## src/rtl/aer_row_rx.sv

```systemverilog
`default_nettype none
// +----------------------------------------------------------------------------+
// | aer_row_rx : synchronous 4-phase receiver for the row AER stage, queuing    |
// |              accepted row addresses (optionally timestamped) in a FWFT FIFO.|
// | Optional feature macro: AER_RX_TIMESTAMP_EN                                 |
// | Revision   : 1.0                                                            |
// +----------------------------------------------------------------------------+
module aer_row_rx #(
  parameter int ADDR_W     = 4,
  parameter int TS_W       = 16,
  parameter int FIFO_DEPTH = 4,
`ifdef AER_RX_TIMESTAMP_EN
  localparam bit TS_ON     = 1'b1,
`else
  localparam bit TS_ON     = 1'b0,
`endif
  localparam int DATA_W    = ADDR_W + (TS_ON ? TS_W : 0),
  localparam int PTR_W     = $clog2(FIFO_DEPTH)
) (
  input  logic              CLK,
  input  logic              RST_N,
  input  logic              REQ,
  input  logic [ADDR_W-1:0] ADDRY,
  output logic              ACK,
  input  logic              EN,
  output logic              EV_VALID,
  input  logic              EV_READY,
  output logic [DATA_W-1:0] EV_DATA,
  output logic [PTR_W:0]    EV_CNT
);

  localparam logic [1:0] S_IDLE    = 2'd0;
  localparam logic [1:0] S_CAPTURE = 2'd1;
  localparam logic [1:0] S_ACK_HI  = 2'd2;
  localparam logic [1:0] S_ACK_LO  = 2'd3;

  localparam logic [PTR_W:0] FULL_CNT = (PTR_W+1)'(FIFO_DEPTH);

  logic              sync1_q, sync2_q;
  logic              req_s;
  logic [1:0]        state_q, state_d;
  logic              ack_q, ack_d;
  logic [ADDR_W-1:0] addr_q, addr_d;
  logic              cap_go;
  logic              push, pop, full, empty;
  logic [PTR_W-1:0]  wr_ptr_q, wr_ptr_d, rd_ptr_q, rd_ptr_d;
  logic [PTR_W:0]    cnt_q, cnt_d;
  logic [DATA_W-1:0] mem_q [FIFO_DEPTH];
  logic [DATA_W-1:0] mem_d [FIFO_DEPTH];
  logic [DATA_W-1:0] push_data;

  assign req_s  = sync2_q;
  assign cap_go = (state_q == S_IDLE) && req_s && EN;
  assign full   = (cnt_q == FULL_CNT);
  assign empty  = (cnt_q == '0);
  assign pop    = !empty && EV_READY;

  // Handshake FSM; push eligibility uses the pre-pop full flag.
  always_comb begin
    state_d = state_q;
    ack_d   = ack_q;
    addr_d  = addr_q;
    push    = 1'b0;
    case (state_q)
      S_IDLE: begin
        if (cap_go) begin
          state_d = S_CAPTURE;
          addr_d  = ADDRY;
        end
      end
      S_CAPTURE: begin
        if (!full) begin
          state_d = S_ACK_HI;
          ack_d   = 1'b1;
          push    = 1'b1;
        end
      end
      S_ACK_HI: begin
        if (!req_s) begin
          state_d = S_ACK_LO;
          ack_d   = 1'b0;
        end
      end
      S_ACK_LO: state_d = S_IDLE;
      default:  state_d = S_IDLE;
    endcase
  end

`ifdef AER_RX_TIMESTAMP_EN
  logic [TS_W-1:0] ts_cnt_q, ts_cnt_d, ts_q, ts_d;

  always_comb begin
    ts_cnt_d  = ts_cnt_q + TS_W'(1);
    ts_d      = cap_go ? ts_cnt_q : ts_q;
    push_data = {ts_q, addr_q};
  end

  always_ff @(posedge CLK or negedge RST_N) begin
    if (!RST_N) begin
      ts_cnt_q <= '0;
      ts_q     <= '0;
    end else begin
      ts_cnt_q <= ts_cnt_d;
      ts_q     <= ts_d;
    end
  end
`else
  always_comb begin
    push_data = addr_q;
  end
`endif

  always_comb begin
    wr_ptr_d = push ? wr_ptr_q + PTR_W'(1) : wr_ptr_q;
    rd_ptr_d = pop  ? rd_ptr_q + PTR_W'(1) : rd_ptr_q;
    case ({push, pop})
      2'b10:   cnt_d = cnt_q + (PTR_W+1)'(1);
      2'b01:   cnt_d = cnt_q - (PTR_W+1)'(1);
      default: cnt_d = cnt_q;
    endcase
  end

  always_comb begin
    mem_d = mem_q;
    if (push) mem_d[wr_ptr_q] = push_data;
  end

  always_ff @(posedge CLK or negedge RST_N) begin
    if (!RST_N) begin
      sync1_q  <= 1'b0;
      sync2_q  <= 1'b0;
      state_q  <= S_IDLE;
      ack_q    <= 1'b0;
      addr_q   <= '0;
      wr_ptr_q <= '0;
      rd_ptr_q <= '0;
      cnt_q    <= '0;
    end else begin
      sync1_q  <= REQ;
      sync2_q  <= sync1_q;
      state_q  <= state_d;
      ack_q    <= ack_d;
      addr_q   <= addr_d;
      wr_ptr_q <= wr_ptr_d;
      rd_ptr_q <= rd_ptr_d;
      cnt_q    <= cnt_d;
    end
  end

  // Storage is not reset; the output mux forces zero data while empty.
  always_ff @(posedge CLK) begin
    mem_q <= mem_d;
  end

  assign ACK      = ack_q;
  assign EV_VALID = !empty;
  assign EV_CNT   = cnt_q;
  assign EV_DATA  = empty ? '0 : mem_q[rd_ptr_q];

endmodule
`default_nettype wire

```

## config.mk

```make
export PLATFORM = sky130hd
export DESIGN_NAME = aer_row_rx
export DESIGN_NICKNAME = d
export VERILOG_FILES = /design/src/rtl/aer_row_rx.sv
export SDC_FILE = /design/constraint.sdc
export NUM_CORES = 1
export LEC_CHECK = 0
export BUFFER_PORTS_ARGS = -buffer_cell sky130_fd_sc_hd__buf_2
export CELL_PAD_IN_SITES_DETAIL_PLACEMENT = 1
export CELL_PAD_IN_SITES_GLOBAL_PLACEMENT = 2
export CORE_ASPECT_RATIO = 0.7
export CORE_MARGIN = 5
export CORE_UTILIZATION = 35
export CTS_CLUSTER_SIZE = 30
export DETAILED_ROUTE_END_ITERATION = 12
export PLACE_DENSITY_LB_ADDON = 0.1
export SLEW_MARGIN = 20
export SYNTH_ARGS = -nofsm -noshare
export SYNTH_HDL_FRONTEND = slang
export SYNTH_SLANG_ARGS = --single-unit
```

## constraint.sdc

```tcl
create_clock -name CLK -period 2.1 [get_ports CLK]
set_input_delay 0.21 -clock CLK [delete_from_list [all_inputs] [get_ports CLK]]
set_output_delay 0.21 -clock CLK [all_outputs]
set_load 0.05 [all_outputs]
```

* Word level (Yosys, flattened, before mapping) *
Cells that the tools add are included.

operators by class
  add/subtract/negate cells = 4
  order comparisons = 3
  equality and inequality tests = 9
  multiplexer cells = 17
  bitwise gates (word level) = 2
  reductions and logical operators = 12

operators with widths
  cell                 count
  $bwmux 16            1
  $mux 4               4
  $bmux 4 s2           1
  $demux 4 s2          1
  $pmux 2 s4           1
  $eq 2x2->1 const B   3
  $ge 3x3->1 const B   2
  $mux 2               3
  $ne 2x2->1 const B   3
  $not 2->3            2
  $pmux 3 s2           1
  $reduce_and 3->1     2
  $add 2x1->2 const B  2
  $eq 2x1->1 const B   2
  $logic_and 1x1->1    4
  $mux 1               4
  $reduce_bool 2->1    2
  $add 3x1->3 const B  1
  $eq 3x3->1 const B   1
  $logic_not 3->1      1
  $lt 3x1->1 const B   1
  $sub 3x1->3 const B  1
  $logic_not 2->1      1
  $pmux 1 s2           1
  2 further kinds      2

word-level totals
  flip-flop bits (word level) = 32
  bits of input ports = 9
  output and inout bits = 9
  word-level logic and storage cells = 59

* Logic depth before layout (Yosys ltp) *
Gate-level depths: netlist of run 1.

  depth after elaboration = 6
  gate-level depth with buffers = 11
  depth with buffers taken out = 11

* Worst setup path after synthesis of run 1 *
OpenSTA, ideal clock, no wires.

  path type = register to register
  start = register cnt_q[2], in the netlist EV_CNT[2]
  end = register cnt_q[2], in the netlist EV_CNT[2]
  setup time = 0.148 ns
  data arrival time = 2.110 ns
  path slack = -0.158 ns
  stages on the path, launching flop included = 10
  period minus slack after synthesis = 2.258 ns
  cells stage by stage = dfrtp_1 > or3_1 > buf_6 > and2_4 > ha_1 > inv_1 > fa_1 > xor2_1 > nor2_1 > xor2_1

between the ends
  cells in the longest elaborated chain, start to end = 5

ends and longest elaborated chain
  item                                             RTL line  source
  start, declared                                  47        logic [PTR_W:0] cnt_q, cnt_d;
  start signal, assigned                           146       cnt_q <= cnt_d;
  $logic_not 3->1 *                                55        assign empty = (cnt_q == '0);
  $logic_not 1->1 *                                -
  via EV_VALID                                     26        output logic EV_VALID,
  $logic_and 1x1->1 *                              56        assign pop = !empty && EV_READY;
  via pop                                          45        logic push, pop, full, empty;
  $eq 2x1->1 or $eq 2x2->1 (tied branches)         116       case ({push, pop})
  $pmux 3 s2 or $reduce_bool 2->1 (tied branches)  -

The timed path passes the listed nets; every way through them passes the cells marked *.
A chain may end at the register's enable or synchronous reset.

* Final worst setup path of run 1 *
  start = register rd_ptr_q[0]
  end = output port EV_DATA[3]

between the ends
  cells in the longest elaborated chain, start to end = 5

ends and longest elaborated chain
  item                                        RTL line  source
  start, declared                             46        logic [PTR_W-1:0] wr_ptr_q, wr_ptr_d, rd_ptr_q, rd_ptr_d;
  start signal, assigned                      145       rd_ptr_q <= rd_ptr_d;
  $not 2->3 (implied by the code)             158       assign EV_DATA = empty ? '0 : mem_q[rd_ptr_q];
  $bmux 4 s2                                  158
  $mux 4 (implied by the code) (2 in series)  158
  $mux 4                                      158
  end, declared                               28        output logic [DATA_W-1:0] EV_DATA,

Every way passes these cells. The select of a mux whose other input is x is not followed.

==> key figures, run 1 <==
Timing
  – Fin Setup TNS: 0 ns
  – Final slew viol count: 0
  – Max Fclk: 503 MHz
  – Final Cycle Share: 94.6%
  – Final worst slack: 0.113 ns
  – RSZ-0062 raised after global routing: false
  – Worst clock skew: 0.00876 ns
  – Worst slew pin tran: 0.389 ns
  – Slew headroom: 74.0%
  – Final setup vio count: 0
  – Hold Violations, Final: 0
  – Crit path time final: 1.99 ns

Detailed routing
  – Drt total wl: 2620 µm
  – DRC: 0
  – Initial DRC Count: 45
  – WL/cell: 15.4 µm
  – DR pass1 iterations: 3
  – Via count: 777
  – Vias/cell: 4.57
  – Antenna-violating nets left: 0

Power and ir drop
  – Comb pwr share: 44.3%
  – Clock Power Share: 17.0%
  – Switching fraction of total power: 41.1%
  – Psw: 0.00117 W
  – Leak pwr: 0.708 nW
  – Power Dens Cells: 1660 nW/µm²
  – Worst VDD drop: 0.558 mV
  – P_int: 0.00168 W
  – Seq pwr share: 38.7%

Placed design
  – DP Area: 1610 µm²
  – I/O Buffers: 17
  – DP HPWL: 1950 µm
  – Worst slack at placement: 0.110 ns
  – Gpl congestion: 0.654
  – Placed Cells: 160

Yosys
  – Syn Area/Cell: 15.8 µm²
  – Post-Synth Adder-Cell Area: 8.27%
  – Post-synth top area share: 33.1%
  – Synth Area in XOR/XNOR: 3.62%
  – Top cells by area, synth: edfxtp_1, dfrtp_1, ha_1
  – Area leader, netlist: edfxtp_1
  – Cell Area, Synth: 1450 µm²
  – Main synth FF type: edfxtp_1
  – Mux contribution to synthesized area: 11.5%
  – Post-synth EDFFs: 16
  – Post-synthesis sequential area ratio: 60.6%
  – Yosys cell types: 27
  – Main combinational cell family by area after synthesis: multiplexers
  – FF+latch count, synth: 32
  – FFs w/ async S/R, synth: 50.0%
  – Syn Nets: 110
  – Syn. warnings: 0
  – Synth Area in Compound Gates: 5.08%
  – Post-Syn Instances: 92
  – Area share of and/or/nand/nor cells after synthesis: 6.98%

Worst hold path
  – Hold WC Path Type: in2reg
  – Hold Crit Start: REQ

Worst setup path
  – Worst R2R Path Depth: 11
  – Nature of the critical path startpoint: flop
  – CP required: 1.89 ns
  – Worst Setup SP: rd_ptr_q[0]
  – R2R setup slack: 0.19 ns
  – Critical Path Fanout Max: 6
  – R2R Path End: EV_CNT[2]
  – Worst r2r src: state_q[1]
  – CP Data Arrival Time: 1.78 ns
  – Critical Path End Type: output pin
  – CP endpoint: EV_DATA[3]
  – Crit path kind: reg2out

CTS
  – Clock Latency Late Sink: 0.29 ns
  – Clk root buf: clkbuf_8
  – Max clock buf depth: 2
  – Number of buffers created by CTS: 5
  – Clock-pin slew on the worst setup and hold paths: 0.07 ns
  – H-Tree Depth: 2
  – Clock tree sinks: 32
  – TritonCTS clock tree: yes

Cells and area
  – Final instance area: 1720 µm²
  – Non-Filler Instances: 170
  – Util after Layout: 43.2%
  – Antenna cells: 0
  – Fill cells: 419
  – Final nets: 135
  – Most frequent cells in the layout: buf_2, edfxtp_1, dfrtp_1, inv_1
  – Area growth syn-to-layout: 18.2%
  – Layout cells sized above 1: 40.7%
  – Most common cell after layout, fill and taps aside: buf_2

Floorplan
  – Die width: 87 µm
  – Die area: 5560 µm²
  – Core Area: 3970 µm²
  – Io pins: 18
  – Count of standard-cell rows: 19
  – Initial Util: 36.6%
  – Chip Height: 63.9 µm

Global route
  – Gr usage total: 11.3%
  – Initial antenna violation count: 0
  – Total gr overflow: 0
  – First-pass GRT wire length: 4600 µm
  – Vias in the first global route: 861
  – Pin count of the biggest net entering global routing: 17

Outcome
  – Status: finished, final reports clean

Job
  – Max-cap violations: 0
timing repair:
action	4_1_cts	5_1_grt
endpoints found under the hold margin	16	0
hold buffers	1	0
resized for setup	0	0
setup endpoints to repair	0	2
buffers inserted	0	1
cell families after synthesis:
group / Yosys count
XOR/XNOR: 6
multiplexers: 11
AO/OA/AOI/OAI: 7
AND/OR/NAND/NOR: 16
flip-flops: 32
adder cells (fa/ha/maj): 9
buffers and inverters: 11
power by group through the flow:
stage / logic [W] / clock network, W / registers [W]
2_1_floorplan: 0.000931 / 0 / 0.00117
3_3_place_gp: 0.00124 / 0 / 0.00111
3_5_place_dp: 0.00125 / 0 / 0.00112
4_1_cts: 0.00128 / 0.000505 / 0.00111
5_1_grt: 0.00138 / 0.000529 / 0.00115
6_report: 0.00126 / 0.000485 / 0.00110
per-layer routing:
layer	wire (µm)	share of wire [%]	GRT usage, %	vias to the layer above
met2	1120	43	16.4	14
met4	72	2.7	7.00	0
met5	0	0	0	-
met3	134	5.1	3.72	9
li1	-	-	-	373
met1	1290	49	14.4	381
area by class of cell:
type	instances	area, µm²	area share, %
inverters	9	33.8	1.97
flip-flops and latches	32	885	51.5
well taps	52	65.1	3.79
repair buffers	20	110	6.41
multi-input cells	49	531	30.9
clock inverters	2	10.0	0.583
clock buffers	6	82.6	4.81
synthesized netlist by cell type, types with 2 or more instances:
cell type	count
and2_1	7
buf_6	2
mux2_2	6
ha_1	8
nand3_1	2
mux4_2	4
edfxtp_1	16
inv_1	9
xor2_1	3
xnor2_1	3
dfrtp_1	16
critical path: stages (launching register included):
cell and delay (ns):
dfrtp_1 0.55, mux4_2 0.54, and2_2 0.20, buf_2 0.20
worst min-delay path by stage:
stage,to,depth (start not counted),slack (ns)
2_1_floorplan,ACK,0,-0.09
3_3_place_gp,addr_q[0],1,0.16
5_1_grt,sync1_q,1,0.02
4_1_cts,sync1_q,1,0.008
6_report,sync1_q,1,0.02
3_5_place_dp,addr_q[2],1,0.16
metrics by stage:
stage | hold slack [ns] | power, W
4_1_cts | 0.00819 | 0.00289
3_3_place_gp | 0.158 | 0.00235
5_1_grt | 0.0233 | 0.00305
6_report | 0.0208 | 0.00285
3_5_place_dp | 0.156 | 0.00238
2_1_floorplan | -0.0856 | 0.00210
registers in the layout, summed over array words and instances, names as in the netlist:
name / flops
sync1_q: 1
EV_CNT: 3
wr_ptr_q: 2
rd_ptr_q: 2
ACK: 1
req_s: 1
mem_q: 16
addr_q: 4
state_q: 2
(Power assumes the default switching activity.)
==> run 2: changes to the inputs <==
==> constraint.sdc (replaced) <==
create_clock -name CLK -period 2.1 [get_ports CLK]
set_input_delay 0.525 -clock CLK [delete_from_list [all_inputs] [get_ports CLK]]
set_output_delay 0.525 -clock CLK [all_outputs]
set_load 0.05 [all_outputs]
==> key figures, run 2 (synthesized netlist as in run 1, its figures left out) <==
Outcome
  – Status: finished, final reports clean

Worst setup path
  – Crit path kind: reg2out
  – Critical Path Fanout Max: 5 (-1)
  – R2R setup slack: 0.11 ns (-0.08 ns)
  – Worst Setup SP: rd_ptr_q[0]
  – R2R Path End: EV_CNT[2]
  – CP required: 1.57 ns (-0.32 ns)
  – Worst R2R Path Depth: 8 (-3)
  – Critical Path End Type: output pin
  – CP max stage delay: 0.52 ns (-0.03 ns)
  – Worst r2r src: EV_CNT[0]
  – Sequence of cells on the critical path: mux4_2 > and2_4 > buf_8
  – Nature of the critical path startpoint: flop
  – CP max-delay cell: mux4_2
  – CP endpoint: EV_DATA[2]
  – CP Data Arrival Time: 1.57 ns (-0.21 ns)

Cells and area
  – Area occupied by multi-input gates: 539 µm² (+1.7%)
  – Non-Filler Instances: 171 (+0.59%)
  – Util after Layout: 44.2% (+0.95 points)
  – Fill cells: 393 (-6.2%)
  – Largest Register: mem_q
  – Reg area: 886 µm² (+0.14%)
  – Most common cell after layout, fill and taps aside: edfxtp_1
  – Most frequent cells in the layout: edfxtp_1, buf_2, dfrtp_1, inv_1, ha_1
  – Area growth syn-to-layout: 20.8%
  – Antenna cells: 0 (unchanged)
  – Max reg flops: 16 (unchanged)
  – Final instance area: 1750 µm² (+2.2%)
  – Final nets: 136 (+0.74%)
  – Layout cells sized above 1: 44.5% (+3.9 points)

CTS
  – Clock Latency Late Sink: 0.28 ns (about the same)
  – TritonCTS clock tree: yes
  – H-Tree Depth: 2 (unchanged)
  – CTS Hold Bufs: 0 (-1)
  – Clock-pin slew on the worst setup and hold paths: 0.07 ns (about the same)
  – Clock tree sinks: 32 (unchanged)
  – Clk root buf: clkbuf_8
  – Number of buffers created by CTS: 5 (unchanged)
  – Max clock buf depth: 2 (unchanged)

Detailed routing
  – Initial DRC Count: 41 (-8.9%)
  – DRC: 0 (unchanged)
  – Vias/cell: 4.62 (+1.1%)
  – Drt total wl: 2590 µm (-1.1%)
  – DR pass1 iterations: 3 (unchanged)
  – Via count: 790 (+1.7%)
  – Antenna-violating nets left: 0 (unchanged)
  – WL/cell: 15.2 µm (-1.7%)

Power and ir drop
  – Power Dens Cells: 1700 nW/µm² (+2.3%)
  – Psw: 0.00118 W (+0.78%)
  – P_int: 0.00180 W (+7.1%)
  – Worst VDD drop: 0.857 mV (+54%)
  – Switching fraction of total power: 39.7% (-1.5 points)
  – Comb pwr share: 48.9% (+4.6 points)
  – Leak pwr: 0.726 nW (+2.5%)
  – Seq pwr share: 36.4% (-2.3 points)
  – Clock Power Share: 14.6% (-2.4 points)

Timing
  – Fin Setup TNS: 0 ns (unchanged)
  – Final slew viol count: 0 (unchanged)
  – Worst slew pin tran: 0.401 ns (+0.0121 ns)
  – Final setup vio count: 0 (unchanged)
  – Crit path time final: 2.09 ns (+0.108 ns)
  – Hold Violations, Final: 0 (unchanged)
  – Final Cycle Share: 99.7% (+5.1 points)
  – Min Hold Slack: 0.171 ns (+0.150 ns)
  – Slew headroom: 73.2% (-0.81 points)
  – RSZ-0062 raised after global routing: true
  – Max Fclk: 478 MHz (-5.1%)
  – Worst clock skew: 0.00552 ns (-0.00324 ns)

Worst hold path
  – Hold WC Path Type: in2async

Floorplan
  – Die area: 5560 µm² (unchanged)
  – Chip Height: 63.9 µm (unchanged)
  – Die width: 87 µm (unchanged)
  – Count of standard-cell rows: 19 (unchanged)
  – Io pins: 18 (unchanged)
  – Initial Util: 36.6% (unchanged)
  – Core Area: 3970 µm² (unchanged)

Job
  – Max-cap violations: 0 (unchanged)

Global route
  – Total gr overflow: 0 (unchanged)
  – First-pass GRT wire length: 4510 µm (-1.8%)
  – Pin count of the biggest net entering global routing: 17 (unchanged)
  – Gr usage total: 10.9% (-0.38 points)
  – Initial antenna violation count: 0 (unchanged)
  – Vias in the first global route: 872 (+1.3%)

Placed design
  – Gpl congestion: 0.711 (+8.7%)
  – DP HPWL: 1970 µm (+0.92%)
  – Placed Cells: 161 (+0.63%)
  – DP Area: 1610 µm² (+0.47%)
  – I/O Buffers: 17 (unchanged)
## run 2: timing repair
action,in CTS,in global routing
buffers inserted,1,1
pin swaps,0,0
setup endpoints to repair,4,4
gates cloned,0,0
gates resized for setup,13,2
hold endpoints to repair,0,0
## run 2: worst min path at each step
stage                             end  slack [ns]  cells after the start
after floorplan                   ACK        0.23                      0
after detailed placement        req_s        0.35                      0
after CTS                 wr_ptr_q[0]        0.18                      1
final                     rd_ptr_q[1]        0.17                      1
after global placement          req_s        0.34                      0
after global routing        addr_q[2]        0.18                      1
## run 2: metrics by stage
step	setup slack (ns)	total power (W)
2_1_floorplan	0.00848	0.00210
3_3_place_gp	0.129	0.00235
3_5_place_dp	0.123	0.00239
4_1_cts	-0.00983	0.00299
5_1_grt	-0.0656	0.00320
6_report	0.00579	0.00298
## run 2: area by class of cell
cell class                      count  share of cell area, %
Tap cell                           52                   3.71
Timing Repair Buffer               21                   8.42
Sequential cell                    32                   50.5
Inverter                            9                   1.93
Multi-Input combinational cell     49                   30.7
Clock inverter                      3                  0.785
Clock buffer                        5                   3.92
## run 2: worst max-delay path, delay by kind of cell (launching register included)
| family | cells | cell delay (ns) |
|---|---|---|
| and+or+nand+nor | 1 | 0.18 |
| DFF | 1 | 0.45 |
| buffers and inverters | 1 | 0.14 |
| muxes | 1 | 0.52 |
## run 2: power groups by stage
stage	Sequential, W	Combinational (W)	Clock, W
after floorplan	0.00117	0.000931	0
after global placement	0.00109	0.00126	0
after detailed placement	0.00111	0.00128	0
after CTS	0.00109	0.00144	0.000457
after global routing	0.00113	0.00158	0.000498
final	0.00109	0.00146	0.000436
## run 2: layer usage
metal	routed length, µm	vias up	GRT usage (%)
li1	-	378	-
met1	1290	396	15.1
met2	1160	11	15.5
met3	108	5	3.98
met4	36	0	4.09
met5	0	-	0
==> run 3: changes to the inputs <==
==> constraint.sdc (replaced) <==
create_clock -name CLK -period 2.14 [get_ports CLK]
set_input_delay 0.535 -clock CLK [delete_from_list [all_inputs] [get_ports CLK]]
set_output_delay 0.535 -clock CLK [all_outputs]
set_load 0.05 [all_outputs]
==> key figures, run 3 (synthesized netlist as in run 1, its figures left out) <==
Detailed routing
  – DRC: 0 (unchanged)
  – Vias/cell: 4.61 (-0.13%)
  – Initial DRC Count: 21 (-49%)
  – Via count: 789 (-0.13%)
  – WL/cell: 14.6 µm (-3.8%)
  – Antenna-violating nets left: 0 (unchanged)
  – Drt total wl: 2500 µm (-3.8%)
  – DR pass1 iterations: 4 (+1)

Worst setup path
  – Nature of the critical path startpoint: flop
  – CP max-delay cell: mux4_2
  – CP max stage delay: 0.54 ns (+0.02 ns)
  – Sequence of cells on the critical path: mux4_2 > and2_4 > buf_8
  – Buf/Inv on CP: 1 (unchanged)
  – Crit path kind: reg2out
  – CP delay by family, top: multiplexers
  – CP Data Arrival Time: 1.57 ns (about the same)
  – Critical Path Fanout Max: 5 (unchanged)
  – CP required: 1.60 ns (+0.03 ns)
  – Critical Path End Type: output pin

Placed design
  – Placed Cells: 161 (unchanged)
  – Gpl congestion: 0.776 (+9.1%)
  – DP Area: 1600 µm² (-0.93%)
  – DP HPWL: 1840 µm (-6.4%)
  – I/O Buffers: 17 (unchanged)

Cells and area
  – Fill cells: 404 (+2.8%)
  – Layout cells sized above 1: 44.5% (unchanged)
  – Max reg flops: 16 (unchanged)
  – Final instance area: 1760 µm² (+0.21%)
  – Area growth syn-to-layout: 21.0%
  – Most common cell after layout, fill and taps aside: edfxtp_1
  – Non-Filler Instances: 171 (unchanged)
  – Final nets: 136 (unchanged)
  – Most frequent cells in the layout: edfxtp_1, buf_2, dfrtp_1, inv_1, ha_1
  – Largest Register: mem_q
  – Area occupied by multi-input gates: 532 µm² (-1.4%)
  – Reg area: 886 µm² (unchanged)
  – Antenna cells: 0 (unchanged)

Timing
  – Worst slew pin tran: 0.396 ns (-0.00519 ns)
  – Slew headroom: 73.6% (+0.35 points)
  – Max Fclk: 475 MHz
  – Fin Setup TNS: 0 ns (unchanged)
  – Hold Violations, Final: 0 (unchanged)
  – RSZ-0062 raised after global routing: true
  – Final setup vio count: 0 (unchanged)
  – Crit path time final: 2.11 ns
  – Final slew viol count: 0 (unchanged)
  – Final Cycle Share: 98.5%
  – Worst clock skew: 0.00593 ns (+0.000412 ns)
  – Min Hold Slack: 0.174 ns (+0.00293 ns)

CTS
  – Clock tree sinks: 32 (unchanged)
  – CTS Hold Bufs: 0 (unchanged)
  – TritonCTS clock tree: yes
  – H-Tree Depth: 2 (unchanged)
  – Clock-pin slew on the worst setup and hold paths: 0.06 ns (about the same)
  – Clock Latency Late Sink: 0.28 ns (about the same)
  – Number of buffers created by CTS: 5 (unchanged)
  – Clk root buf: clkbuf_8
  – Max clock buf depth: 2 (unchanged)

Global route
  – Pin count of the biggest net entering global routing: 17 (unchanged)
  – First-pass GRT wire length: 4330 µm (-4.1%)
  – Total gr overflow: 0 (unchanged)
  – Gr usage total: 10.5% (-0.37 points)
  – Initial antenna violation count: 0 (unchanged)
  – Vias in the first global route: 829 (-4.9%)

Job
  – Max-cap violations: 0 (unchanged)

Floorplan
  – Core Area: 3970 µm² (unchanged)
  – Io pins: 18 (unchanged)
  – Initial Util: 36.6% (unchanged)
  – Die area: 5560 µm² (unchanged)
  – Chip Height: 63.9 µm (unchanged)
  – Count of standard-cell rows: 19 (unchanged)
  – Die width: 87 µm (unchanged)

Power and ir drop
  – Pwr Total: 0.00293 W (-1.6%)
  – Leak pwr: 0.730 nW (+0.53%)
  – Worst VDD drop: 0.657 mV (-23%)
  – Power Dens Cells: 1670 nW/µm² (-1.8%)

Outcome
  – Status: finished, final reports clean

Worst hold path
  – Hold WC Path Type: in2async
-- run 3: per-stage QoR --
step / setup WS [ns] / util [%]
finish: 0.0332 / 44.3
global route: -0.0227 / 44.3
CTS: -0.00716 / 43.4
detailed placement: 0.135 / 40.3
global placement: 0.154 / 40.3
floorplan: 0.0183 / -
-- run 3: worst paths after layout --
| kind | start | to | slack, ns | cells after the start |
|---|---|---|---|---|
| min in group CLK | sync1_q | req_s | 0.35 | 0 |
| hold reg to reg | sync1_q | req_s | 0.35 | 0 |
| setup reg to reg | state_q[0] | EV_CNT[2] | 0.20 | 10 |
| max in group asynchronous | RST_N | rd_ptr_q[0] | 1.66 | 1 |
| setup / recovery | rd_ptr_q[0] | EV_DATA[1] | 0.03 | 3 |
| hold / removal | RST_N | addr_q[2] | 0.17 | 1 |
-- run 3: power by group --
group | leakage (nW) | internal, W | switching (W) | total (W)
Combinational | 0.353 | 0.000660 | 0.000761 | 0.00142
Sequential | 0.331 | 0.000891 | 0.000181 | 0.00107
Clock | 0.0453 | 0.000220 | 0.000218 | 0.000439
Total | 0.730 | 0.00177 | 0.00116 | 0.00293
-- run 3: cell type report --
class | instances | share of cell area [%]
clock buffers | 5 | 3.91
flip-flops and latches | 32 | 50.4
repair buffers | 21 | 9.04
clock inverters | 3 | 0.783
inverters | 9 | 1.92
multi-input cells | 49 | 30.2
well taps | 52 | 3.70
-- run 3: layer usage --
| metal | vias up | track usage [%] | routed length (µm) | part of all wire [%] |
|---|---|---|---|---|
| met2 | 17 | 12.7 | 1020 | 41 |
| met1 | 389 | 15.8 | 1310 | 52 |
| met5 | - | 0 | 0 | 0 |
| li1 | 381 | - | - | - |
| met3 | 2 | 4.88 | 149 | 6.0 |
| met4 | 0 | 4.09 | 17 | 0.68 |
-- run 3: what timing repair did --
item / 4_1_cts / 5_1_grt
endpoints found under the hold margin: 0 / 0
buffers inserted: 2 / 0
pin swaps: 0 / 4
resized for setup: 9 / 12
endpoints found under the setup margin: 4 / 5
